## config.mk

```make
export PLATFORM = sky130hd
export DESIGN_NAME = scan_chain_ctrl_flat
export DESIGN_NICKNAME = d
export VERILOG_FILES = /design/src/rtl/scan_chain_ctrl_if.sv /design/src/rtl/scan_chain_ctrl.sv /design/src/flat_wrapper.sv
export SDC_FILE = /design/constraint.sdc
export NUM_CORES = 1
export LEC_CHECK = 0
export BUFFER_PORTS_ARGS = -buffer_cell sky130_fd_sc_hd__buf_2
export CELL_PAD_IN_SITES_DETAIL_PLACEMENT = 0
export CELL_PAD_IN_SITES_GLOBAL_PLACEMENT = 1
export CORE_MARGIN = 2
export CORE_UTILIZATION = 35
export DETAILED_ROUTE_END_ITERATION = 10
export GPL_TIMING_DRIVEN = 0
export PLACE_DENSITY_LB_ADDON = 0.2
export SYNTH_ARGS = -nofsm -noshare
export SYNTH_HDL_FRONTEND = slang
export SYNTH_SLANG_ARGS = --single-unit
```

## constraint.sdc

```tcl
create_clock -name clk -period 1.5 [get_ports clk]
set_input_delay 0 -clock clk [delete_from_list [all_inputs] [get_ports clk]]
set_output_delay 0 -clock clk [all_outputs]
set_load 0.01 [all_outputs]
```

## src/rtl/scan_chain_ctrl_if.sv

```systemverilog
// Handshake and data bundle for the scan register controller.
// Carries the bypass control only when SCAN_BYPASS_EN is defined.
interface scan_chain_ctrl_if #(
  parameter int WIDTH = 8
);
  logic             en;
  logic             se;
  logic             sd;
  logic [WIDTH-1:0] d;
  logic             start;
  logic [WIDTH-1:0] q;
  logic             so;
  logic [WIDTH-1:0] ud;
  logic             busy;
  logic             done;
`ifdef SCAN_BYPASS_EN
  logic             bypass;

  modport master (
    output en, se, sd, d, start, bypass,
    input  q, so, ud, busy, done
  );
  modport slave (
    input  en, se, sd, d, start, bypass,
    output q, so, ud, busy, done
  );
`else
  modport master (
    output en, se, sd, d, start,
    input  q, so, ud, busy, done
  );
  modport slave (
    input  en, se, sd, d, start,
    output q, so, ud, busy, done
  );
`endif
endinterface

```

## src/rtl/scan_chain_ctrl.sv

```systemverilog
// WIDTH-cell scan register with capture, manual shift and auto unload.
// Optional single-flop chain bypass under macro SCAN_BYPASS_EN.
module scan_chain_ctrl #(
  parameter int WIDTH = 8
) (
  input logic              clk,
  input logic              reset,
  scan_chain_ctrl_if.slave bus
);
  localparam int CW = $clog2(WIDTH + 1);

  localparam logic [1:0] IDLE  = 2'b00;
  localparam logic [1:0] SHIFT = 2'b01;
  localparam logic [1:0] DONE  = 2'b10;

  logic [1:0]       state, state_nx;
  logic [CW-1:0]    cnt, cnt_nx;
  logic [WIDTH-1:0] q_r, q_nx;
  logic [WIDTH-1:0] ud_r, ud_nx;
  logic             shifting;
  logic             so_r;

  assign shifting = (state == SHIFT);

`ifdef SCAN_BYPASS_EN
  logic byp, byp_nx;
`endif

  always_ff @(posedge clk or posedge reset) begin
    if (reset) begin
      state <= IDLE;
      cnt   <= '0;
      q_r   <= '0;
      ud_r  <= '0;
`ifdef SCAN_BYPASS_EN
      byp   <= 1'b0;
`endif
    end else begin
      state <= state_nx;
      cnt   <= cnt_nx;
      q_r   <= q_nx;
      ud_r  <= ud_nx;
`ifdef SCAN_BYPASS_EN
      byp   <= byp_nx;
`endif
    end
  end

  // Shift WIDTH is performed on the edge where cnt holds WIDTH-1.
  always_comb begin
    state_nx = state;
    cnt_nx   = cnt;
    case (state)
      IDLE: begin
        if (bus.start) begin
          state_nx = SHIFT;
          cnt_nx   = '0;
        end
      end
      SHIFT: begin
        cnt_nx = cnt + CW'(1);
        if (cnt == CW'(WIDTH - 1))
          state_nx = DONE;
      end
      DONE:    state_nx = IDLE;
      default: state_nx = IDLE;
    endcase
  end

  always_comb begin
    q_nx  = q_r;
    ud_nx = ud_r;
`ifdef SCAN_BYPASS_EN
    byp_nx = byp;
`endif
    priority case (1'b1)
      shifting: begin
        q_nx  = {q_r[WIDTH-2:0], bus.sd};
        ud_nx = {ud_r[WIDTH-2:0], q_r[WIDTH-1]};
      end
      bus.se: begin
`ifdef SCAN_BYPASS_EN
        if (bus.bypass)
          byp_nx = bus.sd;
        else
          q_nx = {q_r[WIDTH-2:0], bus.sd};
`else
        q_nx = {q_r[WIDTH-2:0], bus.sd};
`endif
      end
      bus.en:  q_nx = bus.d;
      default: q_nx = q_r;
    endcase
  end

  always_comb begin
`ifdef SCAN_BYPASS_EN
    so_r = (bus.bypass && !shifting) ? byp
                                     : q_r[WIDTH-1];
`else
    so_r = q_r[WIDTH-1];
`endif
  end

  assign bus.q    = q_r;
  assign bus.ud   = ud_r;
  assign bus.so   = so_r;
  assign bus.busy = shifting;
  assign bus.done = (state == DONE);
endmodule

```

## src/flat_wrapper.sv

```systemverilog
// flat-port wrapper written by rule: the top's interface ports become plain ports
module scan_chain_ctrl_flat 
#(
  parameter int WIDTH = 8
)
  (clk, reset, bus_en, bus_se, bus_sd, bus_d, bus_start, bus_q, bus_so, bus_ud, bus_busy, bus_done);
  scan_chain_ctrl_if #(.WIDTH(WIDTH)) bus_i ();
  input logic clk;
  input logic reset;
  input wire logic [$bits(bus_i.en)-1:0] bus_en;
  input wire logic [$bits(bus_i.se)-1:0] bus_se;
  input wire logic [$bits(bus_i.sd)-1:0] bus_sd;
  input wire logic [$bits(bus_i.d)-1:0] bus_d;
  input wire logic [$bits(bus_i.start)-1:0] bus_start;
  output wire logic [$bits(bus_i.q)-1:0] bus_q;
  output wire logic [$bits(bus_i.so)-1:0] bus_so;
  output wire logic [$bits(bus_i.ud)-1:0] bus_ud;
  output wire logic [$bits(bus_i.busy)-1:0] bus_busy;
  output wire logic [$bits(bus_i.done)-1:0] bus_done;
  assign bus_i.en = bus_en;
  assign bus_i.se = bus_se;
  assign bus_i.sd = bus_sd;
  assign bus_i.d = bus_d;
  assign bus_i.start = bus_start;
  assign bus_q = bus_i.q;
  assign bus_so = bus_i.so;
  assign bus_ud = bus_i.ud;
  assign bus_busy = bus_i.busy;
  assign bus_done = bus_i.done;
  scan_chain_ctrl #(.WIDTH(WIDTH)) u_core (.clk(clk), .reset(reset), .bus(bus_i));
endmodule
```

**Yosys cells after proc, flatten, opt, wreduce, memory -nomap -nowiden**

Cells that the tools add are included.

- Reduce and logical (&&, ||, !) cells: 5
- Add/sub/neg operators: 1
- Multiplexer cells: 8
- Divide/modulo/power cells: 0
- Magnitude comparators: 0
- Bitwise logic cells: 0
- Multipliers: 0
- Equality and inequality tests: 5
- Shift-type cells: 0

Operators with widths:

| kind | count |
|---|---|
| $mux W8 | 3 |
| $pmux W4 S2 | 1 |
| $add A4 B1 Y4 const B | 1 |
| $eq A4 B3 Y1 const B | 1 |
| $mux W2 | 2 |
| $mux W4 | 1 |
| $pmux W2 S2 | 1 |
| $reduce_and A2 Y1 | 2 |
| $reduce_bool A3 Y1 | 1 |
| $eq A2 B1 Y1 const B | 1 |
| $eq A2 B2 Y1 const B | 1 |
| $logic_not A2 Y1 | 1 |
| $ne A2 B1 Y1 const B | 1 |
| $ne A2 B2 Y1 const B | 1 |
| $reduce_bool A2 Y1 | 1 |

- Latch bits: 0
- Memories kept: 0
- Register bits: 22
- Logic and storage cells: 23
- Output and inout bits: 19
- Bits in writable memories: 0
- Memory bits (read-only): 0

**Longest topological paths before layout**

Gate-level depths: netlist of run 1.

- Depth in word-level cells: 3
- Depth in mapped cells: 5

**Least setup slack after synthesis of run 1**

OpenSTA, ideal clock, no wires.

- Path type: register to register
- Start point: register u_core.cnt[0]
- End point: register u_core.cnt[2]
- Data required time: 1.379 ns
- Path buffers: 0
- Setup slack: 0.362 ns
- Stages on the path, launching flop included: 4
- Data arrival time: 1.017 ns
- Path through: dfrtp_1 -> ha_1 -> mux2_2 -> a22o_1

- Longest elaborated chain between the ends: 2

Ends and longest elaborated chain:

| what | line | RTL |
|---|---|---|
| start: declaration | scan_chain_ctrl.sv:17 | `logic [CW-1:0] cnt, cnt_nx;` |
| start signal: assignment | scan_chain_ctrl.sv:40 | `cnt <= cnt_nx;` |
| $add A4 B1 Y4 | scan_chain_ctrl.sv:61 | `cnt_nx = cnt + CW'(1);` |
| $pmux W4 S2 | scan_chain_ctrl.sv:53 | `case (state)` |

No other way between the ends.
A chain may end at the register's enable or synchronous reset.

**Worst setup path in the final report of run 1**

- Start point: register u_core.state[1]
- End point: output port bus_busy

- Longest elaborated chain between the ends: 1

Ends and longest elaborated chain:

| what | line | RTL |
|---|---|---|
| start: declaration | scan_chain_ctrl.sv:16 | `logic [1:0] state, state_nx;` |
| start signal: assignment | scan_chain_ctrl.sv:39 | `state <= state_nx;` |
| $eq A2 B1 Y1 | scan_chain_ctrl.sv:23 | `assign shifting = (state == SHIFT);` |
| end: declaration | flat_wrapper.sv:18 | `output wire logic [$bits(bus_i.busy)-1:0] bus_busy;` |

No other way between the ends.

==> flow_summary.ini, run 1 <==
[route]
wl_met3_um = 78
wl_per_cell_um = 12.4
top_layer = met4
wl_um = 2090
m1WireLength_um = 1050
detail-route-antenna-nets = 0
first_pass_iters = 4
drtIter0Drc = 18
drc = 0
vias = 807
vias_per_cell = 4.78
route.met2.wl_um = 946

[global_route]
grt_pass1_vias = 717
grt_overflow_total = 0
grt_pass1_wl_um = 3390
grt_usage = 0.135
antenna_found_initial = 0
grt_max_degree = 23

[cts]
cts_buffers = 3
cts_tree = done
cts_max_level = 1
cts_buffer_depth = 2
clockRootBuffer = clkbuf_4
cts_sinks = 22
cts_setup_buffers = 0
clk_latency_ns = 0.30
clkTransAtPathRegs_ns = 0.12

[logic_synthesis]
avgSynthCellArea_um2 = 10.1
synth_cells = 95
synth_top_area_cell = dfrtp_1
netlist_area_um2 = 961
synthTopCellsByArea = dfrtp_1 57%, nand2_1 11%, o21ai_0 8.9%
yosysSeqAreaShare = 0.573
yosysUniqueCellTypes = 21
yosysWarnings = 0
ys_seq_elements = 22
synth_top_area_frac = 0.573
syn_nets = 110

[die]
initial_utilization = 0.378
boundaryPins = 33
die_width_um = 56.4
die_h_um = 56.4
rows = 18
core_um2 = 2540
dieArea_um2 = 3180

[sta]
rsz0062_at_grt = no
max_freq_mhz = 720
max_slew_margin = 0.445
layout_min_cycle_time_ns = 1.39
slew_viol_final = 0
finalSetupTns_ns = 0
setup_violations = 0
skew_ns = 0.00122
tightest_slew_ns = 0.832
hold_slack_ns = 0.0317
finalHoldViolations = 0
min_period_over_period = 0.926

[min_path]
min-delay-start = bus_d[3]
holdPathStages = 3
hold_path_end = u_core.bus.q[3]
hp-class = in -> reg

[power]
internal-power_w = 0.00151
p_comb_frac = 0.440
swShare = 0.403
power.leakage_nw = 0.671
clkPwrFrac = 0.129
ir_drop_mv = 1.13
power.density_nw_per_um2 = 1980
seqPwrFrac = 0.431
power_switching_w = 0.00102

[cells_and_area]
final_cell_mix = 33 x buf_2, 27 x nand2_1, 22 x dfrtp_1
drive_above_1_share = 0.302
layout_commonest_cell = buf_2
area_delta_synth_final_pct = 33.2
n_fill_cell = 261
fin_cells = 169
nets = 155
n_antenna_cell = 0

[critical_path]
cp-start-kind = flop
critical_path_class = reg -> out
rr_endpoint = u_core.cnt[2]
critPathRequiredTime_ns = 1.50
rrSetupSlack_ns = 0.29
crit_fanout = 10
arrival_ns = 1.39
rr_startpoint = u_core.cnt[0]
rr_worst_depth = 3
worstSetupEndpointType = output pin

[placed_design]
place_inst = 156
port_buffers = 31
gp_congestion = 0.676
post-dp-hpwl_um = 1400

[run]
maxCapViolations = 0

[status]
status = completed
==> cells in the mapped netlist <==
| cell type | number |
|---|---|
| dfrtp_1 | 22 |
| and2b_1 | 1 |
| nand2b_2 | 1 |
| nand2_1 | 27 |
| inv_1 | 1 |
| mux2i_1 | 8 |
| mux2_2 | 1 |
| buf_6 | 1 |
| a22o_1 | 2 |
| a21oi_1 | 1 |
| nand2b_1 | 1 |
| o21ai_0 | 17 |
| o311ai_1 | 1 |
| ha_1 | 1 |
| nor3_1 | 1 |
| inv_2 | 1 |
| nand3_1 | 2 |
| buf_4 | 1 |
| nor2_1 | 2 |
| buf_2 | 2 |
| o21bai_1 | 1 |
==> power by group through the flow <==
stage | combinational [W] | clock [W] | sequential [W]
2_1_floorplan | 0.000637 | 0 | 0.00116
3_3_place_gp | 0.00109 | 0 | 0.00109
3_5_place_dp | 0.00112 | 0 | 0.00110
4_1_cts | 0.00114 | 0.000346 | 0.00109
5_1_grt | 0.00124 | 0.000374 | 0.00113
6_report | 0.00111 | 0.000327 | 0.00109
==> kinds of logic (layout without fill, tap and decap cells) <==
kind of cell / after synthesis / in the layout / share of synthesized area
adder cells (fa/ha/maj): 1 / 1 / 0.0130
flip-flops: 22 / 22 / 0.573
AO/OA/AOI/OAI: 22 / 22 / 0.129
multiplexers: 9 / 9 / 0.0951
buffers and inverters: 6 / 50 / 0.0378
AND/OR/NAND/NOR: 35 / 35 / 0.152
==> layout make-up <==
class                   count  area (um2)  share of cell area
clock buffers               4        36.3              0.0283
plain buffers               4        28.8              0.0225
multi-input cells          67         374               0.292
well taps                  30        37.5              0.0293
inverters                   2        7.51             0.00587
flip-flops and latches     22         551               0.430
repair buffers             40         245               0.192
==> critical path, stage by stage (launching register included) <==
cell and delay, ns:
dfrtp_1 0.43, nand2b_2 0.22, inv_2 0.15, buf_6 0.16
buf_2 0.13
==> registers in the layout, indices dropped and copies added, names as in the netlist <==
register,count
u_core.bus.q,8
u_core.bus.ud,8
u_core.cnt,4
u_core.state,2
==> per-stage QoR <==
step	utilization	total power (W)	cell area, um2	setup slack (ns)
2_1_floorplan	-	0.00180	961	0.362
3_3_place_gp	0.453	0.00219	1150	0.338
3_5_place_dp	0.453	0.00222	1150	0.320
4_1_cts	0.503	0.00258	1280	0.0849
5_1_grt	0.503	0.00275	1280	0.0322
6_report	0.503	0.00253	1280	0.112
==> layer usage <==
layer	GRT usage	vias to the layer above
li1	-	408
met1	0.185	382
met2	0.210	15
met3	0.0415	2
met4	0.0306	0
met5	0	-
==> worst max path at each step <==
| stage | from | end | slack [ns] | cells after the start |
|---|---|---|---|---|
| 6_report | u_core.state[1] | bus_busy | 0.11 | 4 |
| 3_5_place_dp | u_core.cnt[0] | u_core.cnt[2] | 0.32 | 3 |
| 2_1_floorplan | u_core.cnt[0] | u_core.cnt[2] | 0.36 | 3 |
| 3_3_place_gp | u_core.cnt[0] | u_core.cnt[2] | 0.34 | 3 |
| 4_1_cts | u_core.state[1] | bus_busy | 0.08 | 4 |
| 5_1_grt | u_core.state[1] | bus_busy | 0.03 | 4 |
==> what timing repair did <==
action	4_1_cts	5_1_grt
hold buffers	9	0
gates resized for setup	0	0
hold endpoints to repair	29	0
Power figures use the tool's default switching activity.
==> run 2, diff against run 1 <==
- CTS_CLUSTER_SIZE: not set -> 28
- GPL_TIMING_DRIVEN: 0 -> not set
==> run 2 against run 1 <==
Net effect: critical path depth down 1; highest routed layer unchanged; largest power group is now registers; count of clock-buffer cells in the layout unchanged; critical endpoint unchanged; clock power decreased by 2%; critical path type unchanged.
==> flow_summary.ini, run 2 (synthesized netlist as in run 1, its figures left out) <==
[status]
status = completed

[critical_path]
critical_path.endpoint = bus_busy
rrSetupSlack_ns = 0.29
rr_endpoint = u_core.cnt[2]
rr_startpoint = u_core.cnt[0]
rr_worst_depth = 3
arrival_ns = 1.26
critPathRequiredTime_ns = 1.50
critical-path-slowest-cell = dfrtp_1
cp.buffers_inverters = 2
cp-start-kind = flop
path_cells = nand2b_4 > inv_6 > buf_2
crit_family = flip-flops
critPathLaunch = u_core.state[1]
crit_fanout = 18
cp.depth = 3
worstSetupEndpointType = output pin
slowest_delay_ns = 0.42
critical_path_class = reg -> out

[cells_and_area]
n_fill_cell = 257
layout_commonest_cell = buf_2
area_delta_synth_final_pct = 33.6
nets = 154
multi_input_area_um2 = 379
drive_above_1_share = 0.290
design_area_um2 = 1280
n_antenna_cell = 0
fin_cells = 168
final_cell_mix = 32 x buf_2, 27 x nand2_1, 22 x dfrtp_1
regArea_um2 = 551

[cts]
clk_latency_ns = 0.30
cts_buffers = 3
cts_tree = done
cts_sinks = 22
clkTransAtPathRegs_ns = 0.12
cts_buffer_depth = 2
clockRootBuffer = clkbuf_4
cts_max_level = 1

[min_path]
hp-class = in -> reg
min-delay-start = bus_start

[sta]
skew_ns = 0.00349
fin_ws_ns = 0.238
setup_violations = 0
rsz0062_at_grt = no
min_period_over_period = 0.841
max_slew_margin = 0.765
tightest_slew_ns = 0.351
finalHoldViolations = 0
finalSetupTns_ns = 0
layout_min_cycle_time_ns = 1.26
slew_viol_final = 0
max_freq_mhz = 793

[route]
vias = 817
drc = 0
first_pass_iters = 4
wl_um = 2140
vias_per_cell = 4.86
detail-route-antenna-nets = 0
wl_per_cell_um = 12.8
drtIter0Drc = 20

[die]
initial_utilization = 0.378
core_um2 = 2540
die_h_um = 56.4
rows = 18
boundaryPins = 33
dieArea_um2 = 3180
die_width_um = 56.4

[placed_design]
port_buffers = 32
post-dp-hpwl_um = 1360
placed_area_um2 = 1140
place_ws_ns = 0.205
gp_congestion = 0.676
place_inst = 154

[global_route]
grt_pass1_wl_um = 3620
grt_max_degree = 23
grt_usage = 0.144
grt_pass1_vias = 792
antenna_found_initial = 0
grt_overflow_total = 0

[power]
power.density_nw_per_um2 = 1940
ir_drop_mv = 1.02
power.leakage_nw = 0.668
power_w = 0.00249

[run]
maxCapViolations = 0
run 2: layout make-up:
type | instances | area share
Clock buffer | 4 | 0.0283
Inverter | 2 | 0.00975
Multi-Input combinational cell | 67 | 0.295
Sequential cell | 22 | 0.429
Tap cell | 30 | 0.0292
Timing Repair Buffer | 43 | 0.209
run 2: worst reg2reg max path, cell delays in order (launching register included):
cell and delay [ns]:
dfrtp_1 0.41, ha_1 0.20, mux2_2 0.33, a22o_1 0.18
run 2: routing by layer:
layer / vias up / global-route usage / routed length [um]
met1: 390 / 0.207 / 1070
met4: 0 / 0.0612 / 18
met2: 17 / 0.213 / 981
met3: 2 / 0.0230 / 72
met5: - / 0 / 0
li1: 408 / - / -
run 2: stage by stage:
stage | hold WS (ns) | util
6_report | 0.0623 | 0.504
4_1_cts | 0.0444 | 0.501
2_1_floorplan | -0.0108 | -
3_3_place_gp | 0.0474 | 0.447
3_5_place_dp | 0.0535 | 0.447
5_1_grt | 0.0882 | 0.504
run 2: worst min path at each step:
stage | to | cells past startpoint
after CTS | u_core.bus.q[2] | 3
after global routing | u_core.bus.q[3] | 3
after floorplan | u_core.bus.q[0] | 1
after global placement | u_core.bus.ud[3] | 3
final | u_core.state[0] | 3
after detailed placement | u_core.bus.ud[4] | 3
run 2: timing repair:
action / 4_1_cts / 5_1_grt
resized for setup: 1 / 2
hold endpoints to repair: 30 / 0
setup buffers: 0 / 0
pin swaps: 0 / 0
hold buffers: 10 / 0
endpoints found under the setup margin: 1 / 1
run 2: power breakdown:
part	total, W	internal (W)	switching (W)
Clock	0.000322	0.000148	0.000174
Sequential	0.00110	0.000869	0.000227
Combinational	0.00107	0.000456	0.000619
Total	0.00249	0.00147	0.00102
==> run 3, diff against run 2 <==
- clock period: 1.5 -> 1.3 ns (I/O delays scaled with it)
==> run 3 against run 2 <==
Net effect: total power up 17%; count of clock-buffer cells in the layout decreased by 1; cell area fell by 1.8%; critical path depth unchanged; largest power group is now combinational cells; final cell count decreased by 0.60%; register-to-register slack worse by 0.19 ns; global-route usage is 0.17 points lower; combinational power up 26%.
==> flow_summary.ini, run 3 (synthesized netlist as in run 1, its figures left out) <==
[status]
status = completed

[critical_path]
critical_path_class = reg -> reg
arrival_ns = 1.39
worstSetupEndpointType = flop
critPathRequiredTime_ns = 1.49
crit_fanout = 4
cp-start-kind = flop

[global_route]
grt_overflow_total = 0
antenna_found_initial = 0
grt_pass1_vias = 788
grt_max_degree = 23
grt_pass1_wl_um = 3550
grt_usage = 0.142

[sta]
max_slew_margin = 0.764
layout_min_cycle_time_ns = 1.20
rsz0062_at_grt = no
max_freq_mhz = 834
slew_viol_final = 0
skew_ns = 0.00729
setup_violations = 0
tightest_slew_ns = 0.354
finalHoldViolations = 0
min_period_over_period = 0.923
finalSetupTns_ns = 0

[placed_design]
gp_congestion = 0.715
port_buffers = 32
placed_area_um2 = 1140
post-dp-hpwl_um = 1400

[cells_and_area]
drive_above_1_share = 0.321
n_fill_cell = 247
n_antenna_cell = 0
design_area_um2 = 1260
multi_input_area_um2 = 379
layout_commonest_cell = buf_2
final_cell_mix = 32 x buf_2, 27 x nand2_1, 21 x dfrtp_1
nets = 154
area_delta_synth_final_pct = 31.2
regArea_um2 = 552

[power]
power.leakage_nw = 0.662
power.density_nw_per_um2 = 2310
ir_drop_mv = 1.07

[cts]
cts_buffers = 3
clockRootBuffer = clkbuf_4
cts_max_level = 1
cts_sinks = 22
cts_tree = done
cts_buffer_depth = 2
clk_latency_ns = 0.30
clkTransAtPathRegs_ns = 0.12

[die]
initial_utilization = 0.378
die_h_um = 56.4
boundaryPins = 33
core_um2 = 2540
rows = 18
dieArea_um2 = 3180
die_width_um = 56.4

[route]
vias = 797
drc = 0
wl_per_cell_um = 12.2
vias_per_cell = 4.77
wl_um = 2030
drtIter0Drc = 11
detail-route-antenna-nets = 0
first_pass_iters = 4

[min_path]
hp-class = in -> reg

[run]
maxCapViolations = 0
==> run 3: changes by cell type in the layout (fill, tap and decap cells not counted) <==
| cell | change |
|---|---|
| clkbuf_8 | -1 |
| buf_4 | +4 |
| dfrtp_2 | +1 |
| dfrtp_1 | -1 |
| dlygate4sd3_1 | -4 |
==> run 3: metal layers <==
| layer | global-route usage | share of wire |
|---|---|---|
| met5 | 0 | 0 |
| met4 | 0.0612 | 0.0074 |
| met3 | 0.0207 | 0.033 |
| met2 | 0.239 | 0.48 |
| met1 | 0.182 | 0.48 |
==> run 3: path summary, 6_finish.rpt <==
check | startpoint | endpoint | slack, ns | depth (start not counted)
max | u_core.cnt[0] | u_core.cnt[2] | 0.10 | 3
min | bus_d[0] | u_core.bus.q[0] | 0.005 | 3
max reg2reg | u_core.cnt[0] | u_core.cnt[2] | 0.10 | 3
min reg2reg | u_core.bus.ud[7] | u_core.bus.ud[7] | 0.48 | 2
max in group asynchronous | reset | u_core.state[0] | 0.80 | 4
min in group asynchronous | reset | u_core.bus.q[7] | 0.26 | 4
==> run 3: area by class of cell <==
type / count / share of cell area
inverters: 2 / 0.00992
clock buffers: 3 / 0.0179
flip-flops and latches: 22 / 0.437
repair buffers: 43 / 0.204
multi-input cells: 67 / 0.301
well taps: 30 / 0.0298
==> run 3: worst max-delay path, cell delays in order, from the launching register on <==
cell     delay, ns
dfrtp_1       0.40
ha_1          0.19
mux2_2        0.33
a22o_1        0.18
==> run 3: power by group <==
part           internal [W]  switching [W]  total [W]  leakage, nW
Clock              0.000108       0.000190   0.000298       0.0138
Sequential          0.00101       0.000255    0.00126        0.270
Combinational      0.000620       0.000731    0.00135        0.378
==> run 3: timing repair <==
action                                 CTS  global route
endpoints found under the hold margin   27             0
cloned                                   0             0
setup endpoints to repair                1             3
buffers inserted                         3             0
gates resized for setup                  2             2
hold buffers                             6             0
==> run 3: per-stage QoR <==
stage,total power [W],cells,util,hold WS (ns),worst slack (ns)
after global routing,0.00320,167,0.496,0.0124,0.0157
after global placement,0.00248,155,0.450,0.0496,0.151
after detailed placement,0.00251,155,0.450,0.0505,0.115
after floorplan,0.00207,95,-,-0.0108,0.162
after CTS,0.00295,167,0.493,0.000230,0.0754
final,0.00291,167,0.496,0.00495,0.100
